**config.mk**
```make
export PLATFORM = sky130hd
export DESIGN_NAME = serialize
export DESIGN_NICKNAME = d
export VERILOG_FILES = /design/src/rtl/serialize.sv
export SDC_FILE = /design/constraint.sdc
export NUM_CORES = 1
export LEC_CHECK = 0
export CORE_ASPECT_RATIO = 0.6
export CORE_MARGIN = 3
export CORE_UTILIZATION = 45
export CTS_BUF_LIST = sky130_fd_sc_hd__clkbuf_2
export DETAILED_ROUTE_END_ITERATION = 10
export GPL_TIMING_DRIVEN = 0
export HOLD_SLACK_MARGIN = 0.03
export PLACE_DENSITY = 0.75
export SYNTH_ARGS = -nofsm -noshare
export SYNTH_HDL_FRONTEND = slang
export SYNTH_SLANG_ARGS = --single-unit
```
**constraint.sdc**
```tcl
create_clock -name clk_i -period 2.8 [get_ports clk_i]
set_clock_uncertainty 0.05 [all_clocks]
set_input_delay 0.56 -clock clk_i [delete_from_list [all_inputs] [get_ports clk_i]]
set_output_delay 0.56 -clock clk_i [all_outputs]
set_load 0.1 [all_outputs]
```
**src/rtl/serialize.sv**
```systemverilog
// Purpose : splits one NUM-lane input word into NUM consecutive W_LANE-bit output lanes, LSB lane first.
// Latency : lane 0 appears on dout the cycle after the din handshake; one lane per cycle afterwards.
// Backpress: dout_ready_i low holds the current lane; din_ready_o is high in IDLE or in the last-lane handshake cycle.
//
// Ports:
//   clk_i        - single clock, all state on its rising edge
//   rst_ni       - asynchronous active-low reset
//   din_data_i   - input word, lane k = din_data_i[k*W_LANE +: W_LANE]
//   din_valid_i  - input word valid
//   din_ready_o  - input word ready (never depends on din_valid_i)
//   dout_data_o  - {eot, lane}; eot marks the last lane of a word
//   dout_valid_o - output lane valid
//   dout_ready_i - output lane ready
module serialize #(
  parameter int W_LANE = 8,
  parameter int NUM    = 4
) (
  input  logic                    clk_i,
  input  logic                    rst_ni,
  input  logic [NUM*W_LANE-1:0]   din_data_i,
  input  logic                    din_valid_i,
  output logic                    din_ready_o,
  output logic [W_LANE:0]         dout_data_o,
  output logic                    dout_valid_o,
  input  logic                    dout_ready_i
);

  localparam int CNT_W = $clog2(NUM);
  localparam logic [CNT_W-1:0] LAST_LANE = CNT_W'(NUM - 1);

  typedef enum logic {
    IDLE = 1'b0,
    SEND = 1'b1
  } state_e;

  state_e                  state_q, state_d;
  logic [CNT_W-1:0]        cnt_q, cnt_d;
  logic [NUM*W_LANE-1:0]   word_q, word_d;

  logic [W_LANE-1:0]       lanes [NUM];
  logic                    is_last;

  for (genvar k = 0; k < NUM; k++) begin : g_lanes
    assign lanes[k] = word_q[k*W_LANE +: W_LANE];
  end

  assign is_last     = (cnt_q == LAST_LANE);
  // The lane mux is driven from registers only, so the output stays stable under backpressure.
  assign dout_data_o = {is_last, lanes[cnt_q]};

  always_comb begin
    state_d      = state_q;
    cnt_d        = cnt_q;
    word_d       = word_q;
    din_ready_o  = 1'b0;
    dout_valid_o = 1'b0;

    case (state_q)
      IDLE: begin
        din_ready_o = 1'b1;
        if (din_valid_i) begin
          word_d  = din_data_i;
          cnt_d   = '0;
          state_d = SEND;
        end
      end

      SEND: begin
        dout_valid_o = 1'b1;
        if (dout_ready_i) begin
          if (is_last) begin
            // Last lane leaves this cycle, so the word register frees up now:
            // accept a follow-on word without a bubble.
            din_ready_o = 1'b1;
            if (din_valid_i) begin
              word_d = din_data_i;
              cnt_d  = '0;
            end else begin
              state_d = IDLE;
            end
          end else begin
            cnt_d = cnt_q + CNT_W'(1);
          end
        end
      end

      default: begin
        state_d = IDLE;
      end
    endcase
  end

  always_ff @(posedge clk_i or negedge rst_ni) begin
    if (!rst_ni) begin
      state_q <= IDLE;
      cnt_q   <= '0;
      word_q  <= '0;
    end else begin
      state_q <= state_d;
      cnt_q   <= cnt_d;
      word_q  <= word_d;
    end
  end

endmodule

```
==> out/qor.csv, run 1 <==
stage,metric,value,unit
final_layout,Filler cells,247,
grt,vias in the first global route,1174,
yosys,"Avg Cell Area, Syn",17.49,µm²
cts,CTS tree,built,
detailed_routing,WL met2,1523,µm
placement,Detailed Place HPWL,2554,µm
sta,Fin. Hold Viols,0,
yosys,Area contributors post-synth,"dfrtp_1 51%, mux2_4 26%, mux4_2 10%",
worst_setup_path,WS Path Type,reg2out,
detailed_routing,Post-DRT Antenna Nets,0,
grt,first-pass GRT wire length,5968,µm
detailed_routing,number of DRC markers in iteration 0,28,
detailed_routing,DRT met1 WL,1715,µm
floorplan,core area,3463,µm²
final_layout,layout cell share with drive strength beyond 1,43.79,%
sta,final setup fails,0,
yosys,"Cell Area, Synth",1732,µm²
sta,Fmax,0.3714,GHz
yosys,Post-Synthesis Cells,99,
detailed_routing,DR WL met3,255,µm
worst_setup_path,Critical-path top delay cell,clkdlybuf4s15_1,
yosys,warnings from Yosys,0,
worst_setup_path,Worst R2R Setup Slack,1.08,ns
cts,"CTS clk-pin slew, worst paths",0.20,ns
detailed_routing,via density per instance,5.192,
detailed_routing,Avg WL per Cell,17.83,µm
grt,initial antenna violation count,0,
floorplan,Initial Util,50.00,%
worst_setup_path,element type at the critical path start,register,
grt,Total GRT Usage,17.68,%
detailed_routing,drt drc,0,
yosys,syn_nets,137,
yosys,share of the synthesized area in the top cell type,50.58,%
worst_hold_path,Hold Path Class,in2async,
sta,Worst slew margin,35.35,%
worst_setup_path,Worst EP arrival,2.08,ns
cts,Post-CTS Hold Buffers,0,
detailed_routing,DR top layer,met4,
cts,Post-CTS Resized,38,
cts,clock sink count,35,
floorplan,Site Rows,16,
yosys,Yosys reg bits,35,
detailed_routing,vias post-DR,1028,
sta,period utilization,96.17,%
placement,placed cell areas,2243,µm²
final_layout,n_diodes,0,
grt,gr ovfl total,0,
floorplan,Die Span Y,54.05,µm
worst_setup_path,CP max FO,4,
cts,Bufs on Longest Clock Path,2,
final_layout,post-route cell area,2275,µm²
worst_setup_path,Worst Path Required,2.19,ns
yosys,post-synth cell types,19,
sta,"Slew Viols, Final",0,
sta,RSZ-0062 raised after global routing,no,
cts,clk root buf,clkbuf_2,
detailed_routing,drt pass-1 iters,4,
grt,largest net degree at the start of global routing,36,
cts,# H-tree levels,2,
worst_setup_path,CP cell instances,ha_1 > buf_4 > clkdlybuf4s15_1,
floorplan,Die Span X,86.09,µm
sta,clock period minus worst slack,2.693,ns
worst_setup_path,CP max stage delay,0.82,ns
worst_setup_path,Crit. End Element,primary output,
worst_setup_path,Buffers & Inverters on Critical Path,2,
cts,Num CTS Buffers,5,
placement,RePlAce Congestion,0.7168,
final_layout,"commonest cells after routing, fill and taps aside","35 x dfrtp_1, 35 x clkdlybuf4s50_1, 30 x mux2_4",
final_layout,area grow syn2layout,31.36,%
floorplan,die area,4653,µm²
yosys,register area share after synthesis,50.58,%
run,Max-Cap Viols,0,
floorplan,number of I/O pins,47,
worst_setup_path,CP top delay family,buffers and inverters,
outcome,outcome,finished clean,
final_layout,fin nets,190,
placement,port bufs,46,
cts,Post-CTS Setup Inserts,0,
detailed_routing,Routed WL,3530,µm
cts,Worst-Skew Late Latency,0.37,ns
sta,Worst Max-Slew Pin Slew,0.9667,ns
yosys,"area leader, netlist",dfrtp_1,
cells in the mapped netlist:
cell / number
clkbuf_1: 1
buf_12: 3
mux4_2: 8
a21oi_1: 1
mux2_2: 2
nor3b_1: 1
inv_1: 3
a21o_2: 1
a21o_4: 1
mux2_4: 30
o211ai_1: 3
ha_1: 2
buf_4: 1
o21ai_0: 1
nand2_2: 1
buf_2: 1
dfrtp_1: 35
nand4b_1: 1
nand2_1: 3
per-layer routing:
| metal | GRT usage [%] | up-vias |
|---|---|---|
| li1 | - | 469 |
| met1 | 24.90 | 513 |
| met2 | 26.34 | 43 |
| met3 | 5.352 | 3 |
| met4 | 5.526 | 0 |
| met5 | 0 | - |
worst reg2reg max path, stage by stage (launching register included):
cell and delay [ns]:
dfrtp_1 0.47, ha_1 0.29, nand2_2 0.10, a21o_4 0.28, buf_12 0.17, mux2_4 0.29
sequential cells by signal, indices dropped and copies added (netlist names):
register  flops
state_q       1
word_q       32
cnt_q         2
area by class of cell:
class / instances / area, µm² / area share (%)
sequential: 35 / 875.8 / 38.50
multi-input combinational: 55 / 768.2 / 33.77
timing repair buffer: 46 / 416.7 / 18.32
buffer: 6 / 77.57 / 3.410
tap: 45 / 56.30 / 2.475
clock inverter: 3 / 43.79 / 1.925
clock buffer: 5 / 25.02 / 1.100
inverter: 3 / 11.26 / 0.4950
worst paths after layout:
path / start / depth (start not counted) / endpoint
setup / recovery: cnt_q[0] / 3 / dout_data_o[8]
hold / removal: rst_ni / 1 / word_q[3]
setup reg to reg: cnt_q[0] / 5 / word_q[25]
hold reg to reg: word_q[20] / 1 / word_q[20]
max in group asynchronous: rst_ni / 1 / cnt_q[0]
min in group clk_i: word_q[20] / 1 / word_q[20]
logic make-up (layout without fill, tap and decap cells):
family | Yosys count | in the layout | share of synthesized area, %
muxes | 40 | 40 | 37.72
DFF | 35 | 35 | 50.58
buffers and inverters | 9 | 63 | 5.058
AOI/OAI and AO/OA | 7 | 7 | 3.251
and+or+nand+nor | 6 | 6 | 1.951
adders and majority gates | 2 | 2 | 1.445
stage by stage:
stage	utilization [%]	instances	setup WS, ns	setup TNS, ns	hold WS (ns)
2_1_floorplan	-	99	0.3506	0	0.2144
5_1_grt	65.68	198	0.01049	0	0.1639
4_1_cts	65.90	198	-0.09444	-0.09444	0.1553
6_report	65.68	198	0.1072	0	0.1448
3_5_place_dp	64.78	190	-0.2260	-1.154	0.4410
3_3_place_gp	64.92	190	-0.2116	-1.080	0.4365
Power of run 1 is left out: the tool's default activity adds up to more than one toggle a clock period on the data nets, which glitch-free logic cannot reach.
==> run 2: changes to the inputs <==
ABC_AREA = 0   (was default)
CTS_CLUSTER_SIZE = 20   (was default)
SLEW_MARGIN = 20   (was default)
==> run 2 against run 1 <==
Compared with the run above: global-route usage rose by 0.25 points; hold slack improved by 0.34 ns; fmax rose by 0.74%; cell count is 1.0% higher; clock-buffer cell count grew 1; critical path type unchanged; non-clock buffer count increased by 2; critical path depth shrank 2; critical endpoint is now dout_valid_o.
==> out/qor.csv, run 2 (synthesis results as in run 1) <==
stage,metric,value,unit
detailed_routing,Post-DRT Antenna Nets,0,
worst_setup_path,FF-to-FF End,word_q[2],
worst_setup_path,CP top delay family,buffers and inverters,
sta,period utilization,95.46,%
grt,Total GRT Usage,17.93,%
cts,clk root buf,clkbuf_2,
run,Max-Cap Viols,0,
placement,port bufs,46,
worst_setup_path,Worst EP arrival,2.06,ns
sta,Worst Max-Slew Pin Slew,0.9679,ns
worst_setup_path,reg2reg path depth,5,
sta,clock period minus worst slack,2.673,ns
worst_setup_path,Buffers & Inverters on Critical Path,1,
final_layout,area grow syn2layout,31.43,%
worst_setup_path,Critical-path top delay cell,clkdlybuf4s50_1,
placement,# placed instances,191,
grt,vias in the first global route,1184,
worst_setup_path,crit path capture,dout_valid_o,
worst_hold_path,critical hold path startpoint,word_q[18],
detailed_routing,WL met2,1445,µm
placement,Placement Setup Slack,-0.2360,ns
final_layout,post-route cell area,2276,µm²
cts,Num CTS Buffers,5,
worst_setup_path,Worst Path Required,2.19,ns
worst_setup_path,Worst path depth,1,
floorplan,Site Rows,16,
detailed_routing,vias post-DR,1013,
final_layout,layout cell share with drive strength beyond 1,44.52,%
sta,Fmax,0.3741,GHz
cts,clock sink count,35,
final_layout,n_diodes,0,
worst_setup_path,Worst R2R Setup Slack,1.07,ns
floorplan,number of I/O pins,47,
final_layout,"commonest cells after routing, fill and taps aside","35 x dfrtp_1, 35 x clkdlybuf4s50_1, 30 x mux2_4",
detailed_routing,DRT met1 WL,1797,µm
worst_setup_path,CP cell instances,clkdlybuf4s50_1,
worst_setup_path,Crit. End Element,primary output,
cts,Worst-Skew Late Latency,0.38,ns
cts,"CTS clk-pin slew, worst paths",0.17,ns
detailed_routing,DR top layer,met3,
floorplan,Initial Util,50.00,%
worst_setup_path,Critical R2R Launch,cnt_q[0],
detailed_routing,drt drc,0,
grt,largest net degree at the start of global routing,28,
final_layout,fin nets,192,
sta,min setup slack post-route,0.1271,ns
placement,RePlAce Congestion,0.7168,
cts,CTS tree,built,
floorplan,core area,3463,µm²
sta,Worst slew margin,35.27,%
cts,# H-tree levels,2,
grt,initial antenna violation count,0,
floorplan,Die Span Y,54.05,µm
placement,Detailed Place HPWL,2571,µm
worst_setup_path,WS Path Type,reg2out,
detailed_routing,DR WL met3,242,µm
grt,first-pass GRT wire length,5989,µm
worst_setup_path,critical path launch point,state_q,
detailed_routing,via density per instance,5.065,
floorplan,die area,4653,µm²
final_layout,max FFs per register,32,
sta,final setup fails,0,
outcome,outcome,finished clean,
sta,setup TNS,0,ns
worst_setup_path,element type at the critical path start,register,
worst_setup_path,CP max FO,7,
sta,Fin. Hold Viols,0,
detailed_routing,Routed WL,3485,µm
grt,gr ovfl total,0,
sta,RSZ-0062 raised after global routing,no,
worst_hold_path,Hold Path Class,reg2reg,
detailed_routing,number of DRC markers in iteration 0,19,
final_layout,Top reg by flops,word_q,
placement,placed cell areas,2263,µm²
detailed_routing,drt pass-1 iters,4,
final_layout,Largest regs,"word_q (32), cnt_q (2), state_q (1)",
worst_setup_path,CP max stage delay,1.18,ns
floorplan,Die Span X,86.09,µm
final_layout,Layout Cells excl Fill,200,
cts,Bufs on Longest Clock Path,2,
sta,"Slew Viols, Final",0,
detailed_routing,Avg WL per Cell,17.43,µm
run 2: changes by cell type in the layout (fill, tap and decap cells not counted), sizes merged:
cell           delta
clkbuf            +3
bufinv            -1
clkdlybuf4s15     -1
clkinv            -1
clkinvlp          +1
dlygate4sd3       +1
run 2: worst min path at each step:
stage	slack [ns]	depth (start not counted)	end
after floorplan	0.21	0	cnt_q[0]
after detailed placement	0.38	1	word_q[11]
after CTS	0.48	1	word_q[20]
after global routing	0.47	2	word_q[27]
after global placement	0.44	1	word_q[16]
final	0.48	1	word_q[18]
run 2: repair_timing:
action / in CTS / in global routing
hold buffers: 1 / 0
hold endpoints to repair: 8 / 0
endpoints found under the setup margin: 10 / 9
buffers inserted: 0 / 0
resized for setup: 39 / 7
gates cloned: 0 / 0
run 2: area by class of cell:
type | instances | area, µm²
Fill cell | 235 | 1187
Sequential cell | 35 | 875.8
Multi-Input combinational cell | 55 | 768.2
Timing Repair Buffer | 48 | 441.7
Buffer | 6 | 80.08
Tap cell | 45 | 56.30
Clock buffer | 6 | 30.03
Clock inverter | 2 | 12.51
Inverter | 3 | 11.26
run 2: per-stage QoR:
stage / hold WS, ns / util [%]
CTS: 0.4834 / 66.04
global placement: 0.4365 / 64.92
detailed placement: 0.3844 / 65.35
global route: 0.4670 / 65.72
floorplan: 0.2144 / -
finish: 0.4804 / 65.72
run 2: per-layer routing:
layer	vias to the layer above	GRT usage (%)
li1	477	-
met5	-	0
met2	35	26.21
met4	0	3.158
met3	0	7.798
met1	501	25.05
Power of run 2 is left out for the same reason.
